===== src/rtl/adder4_seq_ctrl_if.sv =====
// Bundle between the multi-nibble add sequencer, its requester and the shared 4-bit adder.
// The master side drives requests and the adder results; the slave side is the sequencer.
interface adder4_seq_ctrl_if #(
    parameter int NIBBLES = 4
);
    localparam int W = 4 * NIBBLES;

    logic         start;
    logic [W-1:0] op_a;
    logic [W-1:0] op_b;
    logic         cin;
    logic         busy;
    logic         done;
    logic [W-1:0] sum;
    logic         cout;
    logic [3:0]   add_a;
    logic [3:0]   add_b;
    logic [3:0]   add_s;
    logic         add_c4;

    modport master (
        output start, op_a, op_b, cin, add_s, add_c4,
        input  busy, done, sum, cout, add_a, add_b
    );

    modport slave (
        input  start, op_a, op_b, cin, add_s, add_c4,
        output busy, done, sum, cout, add_a, add_b
    );
endinterface


===== src/rtl/adder4_seq_ctrl.sv =====
// Sequences a W-bit addition through an external carry-in-less 4-bit adder, LSB nibble first.
// An incoming carry costs an extra INC pass that adds 1 to the nibble's partial sum.
module adder4_seq_ctrl #(
    parameter int NIBBLES = 4
) (
    input  logic               clk,
    input  logic               rst_n,
    adder4_seq_ctrl_if.slave   bus
);
    localparam int W     = 4 * NIBBLES;
    localparam int NIB_W = (NIBBLES > 1) ? $clog2(NIBBLES) : 1;
    localparam logic [NIB_W-1:0] LAST_NIB = NIB_W'(NIBBLES - 1);

    typedef enum logic [1:0] {
        IDLE = 2'd0,
        ADD  = 2'd1,
        INC  = 2'd2,
        DONE = 2'd3
    } state_t;

    state_t           state;
    state_t           state_next;
    logic [W-1:0]     a_q;
    logic [W-1:0]     b_q;
    logic [W-1:0]     sum_q;
    logic             cout_q;
    logic             carry;
    logic [NIB_W-1:0] nib;
    logic [3:0]       tmp;
    logic             c_ab;
    logic             last_nib;
    logic             inc_carry;

    assign last_nib  = (nib == LAST_NIB);
    // A+B and +1 on the same nibble cannot both overflow, so OR merges them.
    assign inc_carry = c_ab | bus.add_c4;

    always_ff @(posedge clk or negedge rst_n) begin
        if (!rst_n) begin
            state <= IDLE;
        end else begin
            state <= state_next;
        end
    end

    always_comb begin
        state_next = state;
        case (state)
            IDLE: begin
                if (bus.start) begin
                    state_next = ADD;
                end
            end
            ADD: begin
                if (carry) begin
                    state_next = INC;
                end else if (last_nib) begin
                    state_next = DONE;
                end else begin
                    state_next = ADD;
                end
            end
            INC: begin
                state_next = last_nib ? DONE : ADD;
            end
            DONE: begin
                state_next = IDLE;
            end
            default: begin
                state_next = IDLE;
            end
        endcase
    end

    always_comb begin
        bus.busy  = 1'b0;
        bus.done  = 1'b0;
        bus.add_a = 4'h0;
        bus.add_b = 4'h0;
        case (state)
            ADD: begin
                bus.busy  = 1'b1;
                bus.add_a = a_q[4*nib +: 4];
                bus.add_b = b_q[4*nib +: 4];
            end
            INC: begin
                bus.busy  = 1'b1;
                bus.add_a = tmp;
                bus.add_b = 4'h1;
            end
            DONE: begin
                bus.done = 1'b1;
            end
            default: begin
                bus.busy = 1'b0;
            end
        endcase
    end

    // Datapath: sum nibbles are written in place; cout only at the last nibble.
    always_ff @(posedge clk or negedge rst_n) begin
        if (!rst_n) begin
            a_q    <= '0;
            b_q    <= '0;
            sum_q  <= '0;
            cout_q <= 1'b0;
            carry  <= 1'b0;
            nib    <= '0;
            tmp    <= 4'h0;
            c_ab   <= 1'b0;
        end else begin
            case (state)
                IDLE: begin
                    if (bus.start) begin
                        a_q   <= bus.op_a;
                        b_q   <= bus.op_b;
                        carry <= bus.cin;
                        nib   <= '0;
                    end
                end
                ADD: begin
                    if (carry) begin
                        tmp  <= bus.add_s;
                        c_ab <= bus.add_c4;
                    end else begin
                        sum_q[4*nib +: 4] <= bus.add_s;
                        carry             <= bus.add_c4;
                        if (last_nib) begin
                            cout_q <= bus.add_c4;
                        end else begin
                            nib <= nib + 1'b1;
                        end
                    end
                end
                INC: begin
                    sum_q[4*nib +: 4] <= bus.add_s;
                    carry             <= inc_carry;
                    if (last_nib) begin
                        cout_q <= inc_carry;
                    end else begin
                        nib <= nib + 1'b1;
                    end
                end
                default: begin
                    carry <= carry;
                end
            endcase
        end
    end

    assign bus.sum  = sum_q;
    assign bus.cout = cout_q;
endmodule


===== src/flat_wrapper.sv =====
// flat-port wrapper written by rule: the top's interface ports become plain ports
module adder4_seq_ctrl_flat 
#(
    parameter int NIBBLES = 4
)
  (clk, rst_n, bus_start, bus_op_a, bus_op_b, bus_cin, bus_add_s, bus_add_c4, bus_busy, bus_done, bus_sum, bus_cout, bus_add_a, bus_add_b);
  adder4_seq_ctrl_if #(.NIBBLES(NIBBLES)) bus_i ();
  input  logic clk;
  input  logic rst_n;
  input wire logic [$bits(bus_i.start)-1:0] bus_start;
  input wire logic [$bits(bus_i.op_a)-1:0] bus_op_a;
  input wire logic [$bits(bus_i.op_b)-1:0] bus_op_b;
  input wire logic [$bits(bus_i.cin)-1:0] bus_cin;
  input wire logic [$bits(bus_i.add_s)-1:0] bus_add_s;
  input wire logic [$bits(bus_i.add_c4)-1:0] bus_add_c4;
  output wire logic [$bits(bus_i.busy)-1:0] bus_busy;
  output wire logic [$bits(bus_i.done)-1:0] bus_done;
  output wire logic [$bits(bus_i.sum)-1:0] bus_sum;
  output wire logic [$bits(bus_i.cout)-1:0] bus_cout;
  output wire logic [$bits(bus_i.add_a)-1:0] bus_add_a;
  output wire logic [$bits(bus_i.add_b)-1:0] bus_add_b;
  assign bus_i.start = bus_start;
  assign bus_i.op_a = bus_op_a;
  assign bus_i.op_b = bus_op_b;
  assign bus_i.cin = bus_cin;
  assign bus_i.add_s = bus_add_s;
  assign bus_i.add_c4 = bus_add_c4;
  assign bus_busy = bus_i.busy;
  assign bus_done = bus_i.done;
  assign bus_sum = bus_i.sum;
  assign bus_cout = bus_i.cout;
  assign bus_add_a = bus_i.add_a;
  assign bus_add_b = bus_i.add_b;
  adder4_seq_ctrl #(.NIBBLES(NIBBLES)) u_core (.clk(clk), .rst_n(rst_n), .bus(bus_i));
endmodule

===== config.mk =====
export PLATFORM = sky130hd
export DESIGN_NAME = adder4_seq_ctrl_flat
export DESIGN_NICKNAME = d
export VERILOG_FILES = /design/src/rtl/adder4_seq_ctrl_if.sv /design/src/rtl/adder4_seq_ctrl.sv /design/src/flat_wrapper.sv
export SDC_FILE = /design/constraint.sdc
export NUM_CORES = 1
export LEC_CHECK = 0
export CAP_MARGIN = 20
export CORE_MARGIN = 2
export CORE_UTILIZATION = 40
export CTS_CLUSTER_SIZE = 24
export DETAILED_ROUTE_END_ITERATION = 8
export GPL_TIMING_DRIVEN = 0
export PLACE_DENSITY_LB_ADDON = 0.3
export SLEW_MARGIN = 10
export SYNTH_ARGS = -nofsm -noshare
export SYNTH_HDL_FRONTEND = slang
export SYNTH_SLANG_ARGS = --single-unit

===== constraint.sdc =====
create_clock -name clk -period 1.9 [get_ports clk]
set_input_delay 0.38 -clock clk [delete_from_list [all_inputs] [get_ports clk]]
set_output_delay 0.38 -clock clk [all_outputs]
set_load 0.01 [all_outputs]

==> results.sh, run 1 <==
export IMPL_outcome="complete, but fails checks"
export IMPL_violations="negative setup slack"
export IMPL_critPathLaunchType="flop"
export IMPL_period_share_pct=111
export IMPL_p_seq_share_pct=30.8
export IMPL_initial_core_util_pct=41.1
export IMPL_crit_chain="inv_2, ha_4, and3b_2, a22oi_2, nand2_1, buf_2"
export IMPL_cp_slowest_cell="dfrtp_1"
export IMPL_wl_met1_mm=3.14
export IMPL_gp_congestion=0.783
export IMPL_switching_power_w=0.00238
export IMPL_layout_setup_ws_ns=-0.200
export IMPL_wl_met2_mm=3.40
export IMPL_setup_tns_ns=-1.31
export IMPL_wl_per_cell_um=16.0
export IMPL_grt_max_degree=60
export IMPL_syn_avg_cell_area_um2=12.7
export IMPL_p_int_w=0.00482
export IMPL_ff2ff_path_depth=6
export IMPL_antenna_cells=0
export IMPL_fin_skew_ns=0.00776
export IMPL_critPathKind="reg -> out"
export IMPL_vdd_drop_max_mv=0.690
export IMPL_ioPinCount=68
export IMPL_cp_required_ns=1.52
export IMPL_rsz0062_at_grt="true"
export IMPL_yosysSeqAreaShare_pct=49.5
export IMPL_ant_nets=0
export IMPL_synth_distinct_cells=35
export IMPL_cts_tree="yes"
export IMPL_rows=31
export IMPL_reg2reg_from="u_core.state[1]"
export IMPL_maxCapViolations=0
export IMPL_r2r_setup_slack_ns=0.07
export IMPL_leakage_nw=1.80
export IMPL_endpoint="bus_add_a[0]"
export IMPL_min_path_type="in -> async"
export IMPL_share_comb_of_total_power_pct=51.1
export IMPL_crit_family="flip-flops"
export IMPL_htreeDepth=3
export IMPL_placed_area_um2=3770
export IMPL_ys_flop_type="dfrtp_1"
export IMPL_path_depth=6
export IMPL_wirelength_mm=6.93
export IMPL_die_w_um=90.3
export IMPL_dieHeight_um=90.3
export IMPL_syn_inst=235
export IMPL_wl_met3_um=249
export IMPL_cts_path_max_buffers=2
export IMPL_via_count=2158
export IMPL_grt_total_usage_pct=17.7
export IMPL_power_density_nw_per_um2=1690
export IMPL_critPathCaptureType="output port"
export IMPL_netlist_area_um2=2980
export IMPL_coreArea_um2=7250
export IMPL_timing_worst_slew_pin_value_ns=0.754
export IMPL_setup_viol=8
export IMPL_mostFrequentLayoutCell="dfrtp_1"
export IMPL_relSlewSlack_pct=49.8
export IMPL_drt_iter0_markers=70
export IMPL_fin_crit_ns=2.10
export IMPL_clock_fmax_mhz=476
export IMPL_fp_dieArea_um2=8160
export IMPL_hold_viol_final=0
export IMPL_slowest_delay_ns=0.41
export IMPL_grt_pass1_vias=2190
export IMPL_top_layer="met4"
export IMPL_clock_power_share_pct=18.1
export IMPL_layout_common_cells="57 x dfrtp_1, 56 x clkdlybuf4s50_1, 47 x mux2_2, 23 x nand2_1, 19 x inv_1"
export IMPL_drive_gt1_share_pct=38.3
export IMPL_grt_pass1_wl_mm=11.1
export IMPL_crit_fanout=4
export IMPL_ys_warnings_count=0
export IMPL_antenna_found_initial=0
export IMPL_syn_num_nets=288
export IMPL_n_fill_cell=601
export IMPL_synth_area_top_cells="dfrtp_1 50%, mux2_2 18%, mux2i_1 5.4%"
export IMPL_synth_largest_type_area_fraction_pct=49.5
export IMPL_hold_worst_slack_ns=0.104
export IMPL_path_clk_slew_ns=0.07
export IMPL_cts_buffers=9
export IMPL_syn_to_final_growth_pct=43.2
export IMPL_switching_share_pct=33.1
export IMPL_clock_latency_ns=0.35
export IMPL_nets=382
export IMPL_cts_root_buf="clkbuf_8"
export IMPL_ys_ff_latch=59
export IMPL_yosys_area_top_type="dfrtp_1"
export IMPL_io_buffers=67
export IMPL_final_max_slew_viol_count=0
export IMPL_cts_sinks=59
export IMPL_synth_edf_count=0
export IMPL_drt_pass1_iter_count=4
export IMPL_dp_hpwl_mm=4.71
export IMPL_overflow=0
export IMPL_drc_errors=0
export IMPL_synthArstFlopShare_pct=100
export IMPL_startpoint="u_core.state[1]"
export IMPL_worstReg2RegEnd="u_core.bus.sum[7]"
export IMPL_viasPerCell=4.98
export IMPL_crit_buf_inv=2
export IMPL_design_area_um2=4270
export IMPL_cp_data_arrival_time_ns=1.72
[routing by layer]
| layer | vias up | track usage, % |
|---|---|---|
| li1 | 1016 | - |
| met1 | 1079 | 22.9 |
| met2 | 53 | 28.6 |
| met3 | 10 | 4.17 |
| met4 | 0 | 7.69 |
| met5 | - | 0 |
[how the worst min path moves through the flow]
stage	cells past startpoint	from	slack (ns)	to
floorplan	0	rst_n	0.08	u_core.a_q[0]
global placement	1	u_core.a_q[11]	0.48	u_core.a_q[11]
detailed placement	1	u_core.a_q[13]	0.49	u_core.a_q[13]
CTS	1	rst_n	0.13	u_core.bus.sum[6]
global route	1	rst_n	0.17	u_core.bus.sum[5]
finish	1	rst_n	0.10	u_core.bus.sum[8]
[power by group through the flow]
stage	registers, W	logic [W]	clock network (W)
after global routing	0.00229	0.00395	0.00138
final	0.00222	0.00368	0.00131
after detailed placement	0.00226	0.00299	0
after global placement	0.00222	0.00294	0
after CTS	0.00220	0.00353	0.00133
after floorplan	0.00222	0.00189	0
[timing repair]
item,4_1_cts,5_1_grt
hold buffers,0,0
endpoints found under the setup margin,26,24
buffers inserted,11,4
hold endpoints to repair,0,0
cloned,1,0
gates resized for setup,65,8
pin swaps,12,7
[kinds of logic (layout without fill, tap and decap cells)]
family	after synthesis	after routing	synth area share, %
compound gates	21	21	5.88
fa+ha+maj	12	12	5.04
buf+inv	27	126	3.82
flops	59	59	49.5
mux	67	67	26.1
simple gates	49	49	9.61
[final cells by class]
type                    count  area [um2]  share of cell area [%]
flip-flops and latches     59        1480                    34.6
multi-input cells         149        1500                    35.1
repair buffers             83         793                    18.6
plain buffers               6        66.3                    1.55
well taps                  99         124                    2.90
inverters                  21        78.8                    1.85
clock buffers              12         155                    3.63
clock inverters             4        72.6                    1.70
[Yosys cell counts, types with 2 or more instances]
library cell / instances
nor4b_2: 2
nand2_1: 23
and3_1: 3
mux2i_1: 16
nor2_1: 2
nand3_1: 5
o22ai_1: 2
mux4_2: 4
ha_1: 12
a211oi_1: 2
inv_1: 21
mux2_2: 47
and4bb_2: 2
a22oi_1: 4
a21oi_1: 4
a21boi_2: 2
nor2b_1: 2
nor3_1: 3
a21boi_4: 2
buf_2: 4
dfrtp_1: 59
[per-stage QoR]
| step | power (W) | worst slack [ns] | instances | util [%] |
|---|---|---|---|---|
| after floorplan | 0.00412 | 0.153 | 235 | - |
| after global routing | 0.00762 | -0.268 | 433 | 58.9 |
| after detailed placement | 0.00525 | -0.591 | 401 | 52.0 |
| final | 0.00720 | -0.200 | 433 | 58.9 |
| after global placement | 0.00516 | -1.41 | 401 | 52.1 |
| after CTS | 0.00707 | -0.237 | 429 | 58.0 |
[state kept, by name (all words and copies together), names as in the netlist]
| signal | cells |
|---|---|
| u_core.nib | 2 |
| u_core.c_ab | 1 |
| u_core.carry | 1 |
| u_core.state | 2 |
| u_core.bus.cout | 1 |
| u_core.bus.sum | 16 |
| u_core.a_q | 16 |
| u_core.b_q | 16 |
| u_core.tmp | 4 |
Power figures use the tool's default switching activity.
==> run 2: changes to the inputs <==
--- a/config.mk
+++ b/config.mk
@@ -8,3 +8,3 @@
 export CAP_MARGIN = 20
-export CORE_MARGIN = 2
+export CORE_MARGIN = 3
 export CORE_UTILIZATION = 40
--- a/constraint.sdc
+++ b/constraint.sdc
@@ -3,2 +3,2 @@
 set_output_delay 0.38 -clock clk [all_outputs]
-set_load 0.01 [all_outputs]
+set_load 0.02 [all_outputs]
==> results.sh, run 2 (synthesized netlist as in run 1, its figures left out) <==
export IMPL_crit_fanout=5
export IMPL_crit_family="flip-flops"
export IMPL_fin_skew_ns=0.0128
export IMPL_n_fill_cell=557
export IMPL_final_cells=430
export IMPL_cp_required_ns=1.52
export IMPL_leakage_nw=1.77
export IMPL_post_place_ws_ns=-0.668
export IMPL_final_max_slew_viol_count=0
export IMPL_period_share_pct=113
export IMPL_fin_util_pct=60.4
export IMPL_cts_sinks=59
export IMPL_cp_data_arrival_time_ns=1.76
export IMPL_outcome="complete, but fails checks"
export IMPL_htreeDepth=3
export IMPL_min_path_type="in -> async"
export IMPL_cts_path_max_buffers=2
export IMPL_violations="negative setup slack"
export IMPL_drc_errors=0
export IMPL_hold_worst_slack_ns=0.0981
export IMPL_slowest_delay_ns=0.44
export IMPL_crit_buf_inv=2
export IMPL_power_density_nw_per_um2=1690
export IMPL_nets=383
export IMPL_grt_max_degree=60
export IMPL_critPathKind="reg -> out"
export IMPL_hold_viol_final=0
export IMPL_grt_pass1_wl_mm=10.9
export IMPL_overflow=0
export IMPL_cp_slowest_cell="dfrtp_2"
export IMPL_clock_fmax_mhz=467
export IMPL_drt_pass1_iter_count=4
export IMPL_crit_chain="inv_2, ha_4, and3b_2, a22oi_2, nand2_1, buf_6"
export IMPL_antenna_found_initial=0
export IMPL_critPathLaunchType="flop"
export IMPL_cts_buffers=9
export IMPL_critPathCaptureType="output port"
export IMPL_gp_congestion=0.745
export IMPL_drive_gt1_share_pct=38.6
export IMPL_layout_common_cells="56 x clkdlybuf4s50_1, 56 x dfrtp_1, 47 x mux2_2, 23 x nand2_1, 18 x inv_1"
export IMPL_wirelength_mm=6.67
export IMPL_initial_core_util_pct=42.5
export IMPL_die_w_um=92.3
export IMPL_path_clk_slew_ns=0.06
export IMPL_coreArea_um2=7020
export IMPL_dp_cells=398
export IMPL_cts_root_buf="clkbuf_8"
export IMPL_grt_total_usage_pct=16.6
export IMPL_rows=30
export IMPL_ioPinCount=68
export IMPL_viasPerCell=5.03
export IMPL_wl_per_cell_um=15.5
export IMPL_drt_iter0_markers=122
export IMPL_ant_nets=0
export IMPL_rsz0062_at_grt="true"
export IMPL_antenna_cells=0
export IMPL_layout_setup_ws_ns=-0.242
export IMPL_relSlewSlack_pct=50.8
export IMPL_cts_hold_buffers_added=0
export IMPL_timing_worst_slew_pin_value_ns=0.738
export IMPL_fin_crit_ns=2.14
export IMPL_grt_pass1_vias=2190
export IMPL_setup_viol=8
export IMPL_cts_tree="yes"
export IMPL_maxCapViolations=0
export IMPL_dp_hpwl_mm=4.74
export IMPL_io_buffers=67
export IMPL_clock_latency_ns=0.33
export IMPL_syn_to_final_growth_pct=42.1
export IMPL_fp_dieArea_um2=8530
export IMPL_via_count=2164
export IMPL_dieHeight_um=92.3
export IMPL_vdd_drop_max_mv=0.757
## run 2: layout make-up
| class | instances | area (um2) | share of cell area, % |
|---|---|---|---|
| multi-input combinational | 149 | 1490 | 35.2 |
| sequential | 59 | 1480 | 34.9 |
| timing repair buffer | 85 | 827 | 19.5 |
| clock buffer | 13 | 159 | 3.75 |
| tap | 96 | 120 | 2.84 |
| inverter | 21 | 82.6 | 1.95 |
| buffer | 5 | 41.3 | 0.975 |
| clock inverter | 2 | 35.0 | 0.827 |
## run 2: worst paths after layout
check	startpoint	to	slack (ns)	cells after the start
min in group clk	u_core.a_q[10]	u_core.a_q[10]	0.50	1
hold / removal	rst_n	u_core.bus.sum[9]	0.1	1
max in group asynchronous	rst_n	u_core.state[0]	1.25	1
hold reg to reg	u_core.a_q[10]	u_core.a_q[10]	0.50	1
setup / recovery	u_core.state[0]	bus_add_a[0]	-0.24	6
setup reg to reg	u_core.state[1]	u_core.bus.sum[15]	0.08	7
## run 2: stage by stage
step	TNS, ns	cell area (um2)	power [W]
5_1_grt	-2.11	4240	0.00763
4_1_cts	-1.52	4150	0.00702
2_1_floorplan	0	2980	0.00434
3_3_place_gp	-89.32	3770	0.00537
6_report	-1.60	4240	0.00717
3_5_place_dp	-6.78	3770	0.00546
## run 2: worst register-to-register path: stages (launching register included)
cell and delay (ns):
dfrtp_1 0.38, inv_2 0.09, buf_4 0.14, buf_4 0.13, ha_4 0.19, nand2b_4 0.20
a21boi_4 0.24, mux2_2 0.35
## run 2: per-layer routing
| layer | global-route usage, % | up-vias | part of all wire [%] |
|---|---|---|---|
| met5 | 0 | - | 0 |
| met4 | 8.79 | 0 | 2.2 |
| met3 | 3.66 | 16 | 4.5 |
| met2 | 25.5 | 54 | 49 |
| met1 | 22.1 | 1073 | 44 |
| li1 | - | 1021 | - |
## run 2: where the power goes
group          total, W  internal (W)  switching [W]
clock network   0.00114      0.000669       0.000471
logic           0.00381       0.00211        0.00171
registers       0.00222       0.00188       0.000341
## run 2: what timing repair did
| action | CTS | global route |
|---|---|---|
| gates resized for setup | 72 | 13 |
| buffers inserted | 10 | 8 |
| setup endpoints to repair | 25 | 26 |
| pin swaps | 10 | 11 |
==> run 3: changes to the inputs <==
- ABC_CLOCK_PERIOD_IN_PS: default -> 1900
- PLACE_DENSITY: default -> 0.66
- PLACE_DENSITY_LB_ADDON: 0.3 -> default
==> results.sh, run 3 (synthesized netlist as in run 1, its figures left out) <==
export IMPL_outcome="complete, but fails checks"
export IMPL_grt_max_degree=60
export IMPL_drive_gt1_share_pct=39.2
export IMPL_clock_latency_ns=0.34
export IMPL_cts_path_max_buffers=2
export IMPL_overflow=0
export IMPL_maxCapViolations=0
export IMPL_critPathLaunchType="flop"
export IMPL_cts_buffers=9
export IMPL_drc_errors=0
export IMPL_setup_tns_ns=-1.43
export IMPL_grt_pass1_wl_mm=10.8
export IMPL_path_clk_slew_ns=0.07
export IMPL_top_layer="met4"
export IMPL_rows=30
export IMPL_period_share_pct=111
export IMPL_hold_worst_slack_ns=0.0962
export IMPL_cts_root_buf="clkbuf_8"
export IMPL_fp_dieArea_um2=8530
export IMPL_dieHeight_um=92.3
export IMPL_io_buffers=67
export IMPL_setup_viol=8
export IMPL_wl_met3_um=326
export IMPL_cp_data_arrival_time_ns=1.72
export IMPL_wl_per_cell_um=15.4
export IMPL_ff2ff_path_depth=6
export IMPL_nets=382
export IMPL_multi_input_area_um2=1500
export IMPL_leakage_nw=1.77
export IMPL_rsz0062_at_grt="true"
export IMPL_switching_power_w=0.00257
export IMPL_gp_congestion=0.757
export IMPL_power_w=0.00709
export IMPL_layout_setup_ws_ns=-0.205
export IMPL_grt_total_usage_pct=16.5
export IMPL_clock_power_share_pct=14.6
export IMPL_seqCellArea_um2=1480
export IMPL_mostFrequentLayoutCell="dfrtp_1"
export IMPL_syn_to_final_growth_pct=42.1
export IMPL_violations="negative setup slack"
export IMPL_ioPinCount=68
export IMPL_drt_pass1_iter_count=4
export IMPL_reg2reg_from="u_core.state[1]"
export IMPL_worstReg2RegEnd="u_core.bus.sum[11]"
export IMPL_grt_pass1_vias=2183
export IMPL_htreeDepth=3
export IMPL_fin_crit_ns=2.10
export IMPL_cts_hold_buffers_added=0
export IMPL_dp_hpwl_mm=4.78
export IMPL_share_comb_of_total_power_pct=54.2
export IMPL_p_int_w=0.00451
export IMPL_r2r_setup_slack_ns=0.07
export IMPL_initial_core_util_pct=42.5
export IMPL_vdd_drop_max_mv=0.765
export IMPL_wl_met1_mm=2.93
export IMPL_min_path_type="in -> async"
export IMPL_critPathKind="reg -> out"
export IMPL_drt_iter0_markers=78
export IMPL_p_seq_share_pct=31.2
export IMPL_fin_util_pct=60.4
export IMPL_coreArea_um2=7020
export IMPL_power_density_nw_per_um2=1670
export IMPL_clock_fmax_mhz=475
export IMPL_timing_worst_slew_pin_value_ns=0.726
export IMPL_cts_sinks=59
export IMPL_viasPerCell=4.96
export IMPL_ant_nets=0
export IMPL_hold_viol_final=0
export IMPL_antenna_found_initial=0
export IMPL_critPathCaptureType="output port"
export IMPL_wirelength_mm=6.62
export IMPL_fin_skew_ns=0.00977
export IMPL_cp_required_ns=1.52
export IMPL_wl_met2_mm=3.28
export IMPL_relSlewSlack_pct=51.6
export IMPL_layout_common_cells="57 x dfrtp_1, 56 x clkdlybuf4s50_1, 47 x mux2_2, 23 x nand2_1, 18 x inv_1"
export IMPL_n_fill_cell=582
export IMPL_switching_share_pct=36.3
export IMPL_crit_fanout=6
export IMPL_final_max_slew_viol_count=0
export IMPL_antenna_cells=0
export IMPL_via_count=2133
export IMPL_cts_tree="yes"
export IMPL_die_w_um=92.3
## run 3: cell count changes in the layout (fill, tap and decap cells not counted), sizes merged
cell / change
dlygate4sd2: -1
bufinv: -1
clkinvlp: +3
inv: +2
clkbuf: -1
buf: -2
## run 3: repair_timing
| action | CTS | global route |
|---|---|---|
| buffers inserted | 9 | 7 |
| gates resized for setup | 75 | 11 |
| setup endpoints to repair | 25 | 27 |
| pin swaps | 8 | 7 |
## run 3: metrics by stage
step                cell area [um2]  worst slack, ns  instances
floorplan                      2980           0.0271        235
global placement               3770            -1.48        398
detailed placement             3770           -0.642        398
CTS                            4140           -0.234        423
global route                   4240           -0.308        430
finish                         4240           -0.205        430
## run 3: worst max-delay path by stage
stage | start | endpoint | slack (ns) | cells past startpoint
after floorplan | u_core.state[0] | bus_add_b[1] | 0.03 | 4
after global placement | rst_n | u_core.state[0] | -1.48 | 1
after detailed placement | u_core.state[0] | bus_add_a[3] | -0.64 | 6
after CTS | u_core.state[1] | bus_add_a[0] | -0.23 | 6
after global routing | u_core.state[1] | bus_add_a[0] | -0.31 | 6
final | u_core.state[0] | bus_add_a[0] | -0.20 | 6
## run 3: critical path, cell delays in order (launching register included)
cell and delay, ns:
dfrtp_1 0.41, buf_6 0.15, ha_4 0.17, and3b_2 0.26, a22oi_2 0.16, nand2_1 0.10
buf_6 0.14
## run 3: power by group through the flow
stage / Clock, W / Sequential [W] / Combinational [W]
floorplan: 0 / 0.00234 / 0.00199
global placement: 0 / 0.00223 / 0.00317
detailed placement: 0 / 0.00226 / 0.00321
CTS: 0.00107 / 0.00220 / 0.00367
global route: 0.00114 / 0.00229 / 0.00415
finish: 0.00103 / 0.00221 / 0.00384
## run 3: per-layer routing
layer  up-vias  track usage [%]
li1       1017                -
met1      1057             20.8
met2        52             26.9
met3         7             5.77
met4         0             4.83
met5         -                0
## run 3: area by class of cell
type                       instances  share of cell area [%]
tap                               96                    2.83
timing repair buffer              83                    19.2
inverter                          21                    1.95
clock buffer                      10                    3.25
clock inverter                     6                    1.15
sequential                        59                    34.9
buffer                             6                    1.30
multi-input combinational        149                    35.4
